--- config.mk ---
export PLATFORM = sky130hd
export DESIGN_NAME = fetch_unit
export DESIGN_NICKNAME = d
export VERILOG_FILES = /design/src/rtl/fetch_pkg.sv /design/src/rtl/fetch_fifo.sv /design/src/rtl/fetch_unit.sv
export SDC_FILE = /design/constraint.sdc
export NUM_CORES = 1
export LEC_CHECK = 0
export ABC_CLOCK_PERIOD_IN_PS = 5800
export CORE_MARGIN = 4
export CORE_UTILIZATION = 52
export DETAILED_ROUTE_END_ITERATION = 8
export PLACE_DENSITY_LB_ADDON = 0.1
export SETUP_SLACK_MARGIN = 0.5
export SLEW_MARGIN = 20
export SYNTH_ARGS = -nofsm -noshare
export SYNTH_HDL_FRONTEND = slang
export SYNTH_SLANG_ARGS = --single-unit
--- constraint.sdc ---
create_clock -name clk -period 5.8 [get_ports clk]
set_clock_uncertainty 0.15 [all_clocks]
set_input_delay 1.45 -clock clk [delete_from_list [all_inputs] [get_ports clk]]
set_output_delay 1.45 -clock clk [all_outputs]
set_load 0.02 [all_outputs]
--- src/rtl/fetch_pkg.sv ---
// Shared types and constants for the instruction fetch stage.
package fetch_pkg;

    localparam logic [4:0]  OPC_HALT = 5'b11111;
    localparam int unsigned OPC_MSB  = 31;
    localparam int unsigned OPC_LSB  = 27;

    typedef enum logic [1:0] {
        StIdle,
        StReq,
        StWait,
        StHalt
    } fetch_state_t;

    typedef struct packed {
        logic [31:0] pc;
        logic [31:0] instr;
    } fetch_entry_t;

endpackage

--- src/rtl/fetch_fifo.sv ---
// Small circular buffer of fetched {pc, instr} entries with synchronous flush.
module fetch_fifo
    import fetch_pkg::*;
#(
    parameter  int unsigned DEPTH = 2,
    localparam int unsigned AW    = (DEPTH > 1) ? $clog2(DEPTH) : 1,
    localparam int unsigned CW    = $clog2(DEPTH + 1)
) (
    input  logic          clk,
    input  logic          Reset,
    input  logic          push,
    input  fetch_entry_t  push_data,
    input  logic          pop,
    input  logic          flush,
    output logic          full,
    output logic          empty,
    output logic [CW-1:0] count,
    output fetch_entry_t  head
);

    fetch_entry_t  mem_q [DEPTH];
    logic [AW-1:0] wr_ptr_q, wr_ptr_d;
    logic [AW-1:0] rd_ptr_q, rd_ptr_d;
    logic [CW-1:0] count_q, count_d;
    logic          do_push, do_pop;

    assign full  = (count_q == CW'(DEPTH));
    assign empty = (count_q == '0);
    assign count = count_q;
    assign head  = empty ? '0 : mem_q[rd_ptr_q];

    // A pop frees the slot in the same cycle, so push into a full FIFO is legal then.
    assign do_push = push && (!full || pop);
    assign do_pop  = pop && !empty;

    always_comb begin
        wr_ptr_d = wr_ptr_q;
        rd_ptr_d = rd_ptr_q;
        count_d  = count_q;
        if (flush) begin
            wr_ptr_d = '0;
            rd_ptr_d = '0;
            count_d  = '0;
        end else begin
            if (do_push) wr_ptr_d = wr_ptr_q + AW'(1);
            if (do_pop)  rd_ptr_d = rd_ptr_q + AW'(1);
            count_d = count_q + CW'(do_push) - CW'(do_pop);
        end
    end

    always_ff @(posedge clk or posedge Reset) begin
        if (Reset) begin
            wr_ptr_q <= '0;
            rd_ptr_q <= '0;
            count_q  <= '0;
        end else begin
            wr_ptr_q <= wr_ptr_d;
            rd_ptr_q <= rd_ptr_d;
            count_q  <= count_d;
        end
    end

    always_ff @(posedge clk) begin
        if (do_push && !flush) begin
            mem_q[wr_ptr_q] <= push_data;
        end
    end

endmodule

--- src/rtl/fetch_unit.sv ---
// Instruction fetch stage: PC, single-outstanding memory handshake, redirect and HALT handling.
module fetch_unit
    import fetch_pkg::*;
#(
    parameter logic [31:0] RESET_PC = 32'h0,
    parameter logic [31:0] PC_STEP  = 32'd4,
    parameter int unsigned DEPTH    = 2
) (
    input  logic        clk,
    input  logic        Reset,
    output logic        imem_req,
    output logic [31:0] imem_addr,
    input  logic        imem_gnt,
    input  logic        imem_rvalid,
    input  logic [31:0] imem_rdata,
    input  logic        redirect,
    input  logic [31:0] redirect_pc,
    input  logic        stall,
    output logic        instr_valid,
    output logic [31:0] pc_out,
    output logic [31:0] Instr,
    output logic        halted
);

    localparam int unsigned   CntW    = $clog2(DEPTH + 1);
    localparam logic [CntW-1:0] DepthM1 = CntW'(DEPTH - 1);

    fetch_state_t    state_q, state_d;
    logic [31:0]     pc_q, pc_d;
    logic [31:0]     req_pc_q, req_pc_d;
    logic            drop_q, drop_d;

    logic            fifo_push, fifo_pop, fifo_flush;
    logic            fifo_full, fifo_empty;
    logic [CntW-1:0] fifo_count;
    fetch_entry_t    fifo_entry, fifo_head;
    logic            room_after_push;

    assign fifo_pop        = !fifo_empty && !stall;
    assign fifo_flush      = redirect;
    assign room_after_push = fifo_pop || (fifo_count < DepthM1);

    always_comb begin
        fifo_entry.pc    = req_pc_q;
        fifo_entry.instr = imem_rdata;
    end

    always_comb begin
        state_d   = state_q;
        pc_d      = pc_q;
        req_pc_d  = req_pc_q;
        drop_d    = drop_q;
        fifo_push = 1'b0;

        if (redirect) begin
            pc_d = redirect_pc;
            unique case (state_q)
                StReq: begin
                    // A granted request still has a response in flight that must be discarded.
                    if (imem_gnt) begin
                        state_d = StWait;
                        drop_d  = 1'b1;
                    end
                end
                StWait: begin
                    if (imem_rvalid) begin
                        state_d = StReq;
                        drop_d  = 1'b0;
                    end else begin
                        drop_d  = 1'b1;
                    end
                end
                default: state_d = StReq;
            endcase
        end else begin
            unique case (state_q)
                StIdle: begin
                    if (!fifo_full) state_d = StReq;
                end
                StReq: begin
                    if (imem_gnt) begin
                        req_pc_d = pc_q;
                        pc_d     = pc_q + PC_STEP;
                        state_d  = StWait;
                    end
                end
                StWait: begin
                    if (imem_rvalid) begin
                        if (drop_q) begin
                            drop_d  = 1'b0;
                            state_d = StReq;
                        end else begin
                            fifo_push = 1'b1;
                            if (imem_rdata[OPC_MSB:OPC_LSB] == OPC_HALT) begin
                                state_d = StHalt;
                            end else if (room_after_push) begin
                                state_d = StReq;
                            end else begin
                                state_d = StIdle;
                            end
                        end
                    end
                end
                default: state_d = state_q;
            endcase
        end
    end

    always_ff @(posedge clk or posedge Reset) begin
        if (Reset) begin
            state_q  <= StIdle;
            pc_q     <= RESET_PC;
            req_pc_q <= '0;
            drop_q   <= 1'b0;
        end else begin
            state_q  <= state_d;
            pc_q     <= pc_d;
            req_pc_q <= req_pc_d;
            drop_q   <= drop_d;
        end
    end

    fetch_fifo #(
        .DEPTH (DEPTH)
    ) u_fifo (
        .clk       (clk),
        .Reset     (Reset),
        .push      (fifo_push),
        .push_data (fifo_entry),
        .pop       (fifo_pop),
        .flush     (fifo_flush),
        .full      (fifo_full),
        .empty     (fifo_empty),
        .count     (fifo_count),
        .head      (fifo_head)
    );

    assign imem_req    = (state_q == StReq);
    assign imem_addr   = imem_req ? pc_q : '0;
    assign halted      = (state_q == StHalt);
    assign instr_valid = !fifo_empty;
    assign pc_out      = fifo_head.pc;
    assign Instr       = fifo_head.instr;

endmodule

==> metrics.txt <==
Hold WS 0.320 ns; vias in the first global route 5826; Syn Inst Count 646; clock share of power 23.2%; endpoints failing hold 0; first-pass GRT wire length 29900 um; CTS tree built; type of destination of the critical path output pin; largest net degree at the start of global routing 66; slew margin rel. 37.1%; sw frac 32.9%; port bufs 168; layout cells sized above 1 11.0%; CP Class flip-flop to output pin; GRT overflow 0; # rows 46; diodes inserted 0; number of detailed-route iterations in the first pass 5; estimated wirelength of the detail-placed design 12400 um; Die X 137 um; setup repair after global routing missed its margin false; Lkg Pwr 3.86 nW; crit-path max FO 38; most frequent cells in the layout 168 x clkdlybuf4s50_1, 128 x edfxtp_1, 84 x nor2_1, 70 x dfrtp_1, 65 x mux2i_1; Remaining DRCs 0; FFs w/ async S/R, synth 35.7%; Comb power frac 35.5%; final net count 881; clock-pin slew on the worst setup and hold paths 0.07 ns; final period utilization 69.9%; Highest Clock Rate 0.247 GHz; critical path startpoint category flip-flop; total CTS buffers 17; status finished, final reports clean; final wirelength 18900 um; Tot GR Track Use 20.7%; die height 137 um; Hold Buf Count CTS 0; setup bufs post-CTS 0; CTS max path bufs 2; worst vdd ir 0.000299 V; Finished Layout Cells 1033; most common cell after layout, fill and taps aside clkdlybuf4s50_1; library cells used by synthesis 52; Post-Place Cells 999; final-report max-slew violation count 0; Top FF cell, synth edfxtp_1; Tightest Hold Check Type flip-flop to flip-flop; Internal 0.00310 W; clk_lat worst skew 0.43 ns; hold path start req_pc_q[27]; core area 16100 um2; warnings from Yosys 0; post-synthesis sequential area ratio 65.0%; Final min period 4.05 ns; Initial Utilization 53.7%; First DRT Iteration DRCs 361; Synth Net Count 723; post-CTS sizing 0; initial antenna violation count 0; average cell area after synthesis 13.4 um2; H-Tree Level Count 4; CP Launch Point u_fifo.rd_ptr_q; sequential share of power 41.3%; WL/cell 18.2 um; Worst Path Required 4.20 ns; Setup TNS 0 ns; P&R area growth vs syn 27.9%; Net Switching 0.00152 W; Slew @ Worst Pin 0.943 ns; Post-Place Worst Slack 1.84 ns; # Max-Cap Violations 0; Clock Sinks 199; final worst slack 1.75 ns; Mapped Area 8650 um2; R2R Setup Slk 2.99 ns; Clk Tree Root Cell clkbuf_16; RR Startpoint state_q[1]; GPL Wtd Cong 0.798; Pwr Density 418 nW/um2; I/O pin cnt 169; Post-synth EDFFs 128; count of final setup violators 0; Worst EP arrival 2.45 ns; Vias per Instance 5.46; register bit count reported by yosys 199; Routed Antenna Nets 0; Vias 5642; die area 18800 um2
==> cell type report <==
class / instances / area, um2
well taps: 216 / 270
clock buffers: 22 / 464
multi-input cells: 401 / 2820
clock inverters: 10 / 71.3
fillers: 1144 / 5050
inverters: 9 / 35.0
repair buffers: 176 / 1790
flip-flops and latches: 199 / 5620
==> per-layer routing <==
layer	global-route usage [%]	part of all wire, %	up-vias
met1	26.7	42	2753
li1	-	-	2677
met2	34.3	49	188
met3	4.71	6.5	24
met5	0	0	-
met4	7.54	1.7	0
==> critical path: stages, from the launching register on <==
cell and delay, ns:
dfrtp_4 0.80, buf_16 0.32, mux2i_1 0.29, nor2_1 0.07
clkdlybuf4s50_1 0.54
==> metrics by stage <==
| stage | utilization, % | total power, W | cell area, um2 |
|---|---|---|---|
| after floorplan | - | 0.00284 | 8660 |
| after global placement | 65.1 | 0.00351 | 10500 |
| after detailed placement | 65.1 | 0.00356 | 10500 |
| after CTS | 68.4 | 0.00463 | 11000 |
| after global routing | 68.7 | 0.00485 | 11100 |
| final | 68.7 | 0.00463 | 11100 |
==> final timing paths <==
path / to / cells after the start
worst min register to register: u_fifo.mem_q[1][59] / 0
worst max register to register: pc_q[30] / 7
max in group asynchronous: u_fifo.rd_ptr_q / 3
min in group asynchronous: state_q[1] / 2
worst max-delay path: Instr[30] / 4
worst min-delay path: u_fifo.mem_q[1][59] / 0
==> cell families (layout without fill, tap and decap cells) <==
logic type      count (synthesis)  in the layout  synth area share [%]
buf+inv                        46            217                  2.78
flops                         199            199                  65.0
fa+ha+maj                       7              7                  1.01
simple gates                  228            228                  13.9
compound gates                 54             54                  4.16
mux                            98             98                  11.8
xor+xnor                       14             14                  1.42
==> Yosys cell counts (5+ instances only) <==
cell,n,share of area (%)
edfxtp_1,128,44
nor2_1,85,3.7
dfrtp_1,71,21
mux2i_1,65,7.5
nand2_1,34,1.5
mux2_2,33,4.3
and2_1,32,2.3
clkbuf_1,18,0.78
nand3_1,15,0.87
o21ai_0,15,0.87
or4_1,14,1.2
a31oi_1,11,0.80
inv_1,9,0.39
o31ai_1,9,0.78
nand4_1,8,0.58
xor2_1,8,0.81
ha_1,7,1.0
and4_1,6,0.61
buf_2,6,0.35
xnor2_1,6,0.61
buf_6,5,0.65
nor2b_1,5,0.36
nor3_1,5,0.29
==> sequential cells by signal, indices dropped and copies added (netlist names) <==
signal	flops
pc_q	32
u_fifo.rd_ptr_q	1
drop_q	1
u_fifo.mem_q	128
u_fifo.count	2
req_pc_q	32
state_q	2
u_fifo.wr_ptr_q	1
==> power groups by stage <==
stage	sequential, W	clock [W]	combinational, W
5_1_grt	0.00193	0.00115	0.00177
2_1_floorplan	0.00184	0	0.000999
3_3_place_gp	0.00196	0	0.00155
4_1_cts	0.00195	0.00109	0.00160
3_5_place_dp	0.00198	0	0.00159
6_report	0.00191	0.00108	0.00164
Note: power is estimated with default switching activity, not from simulation.
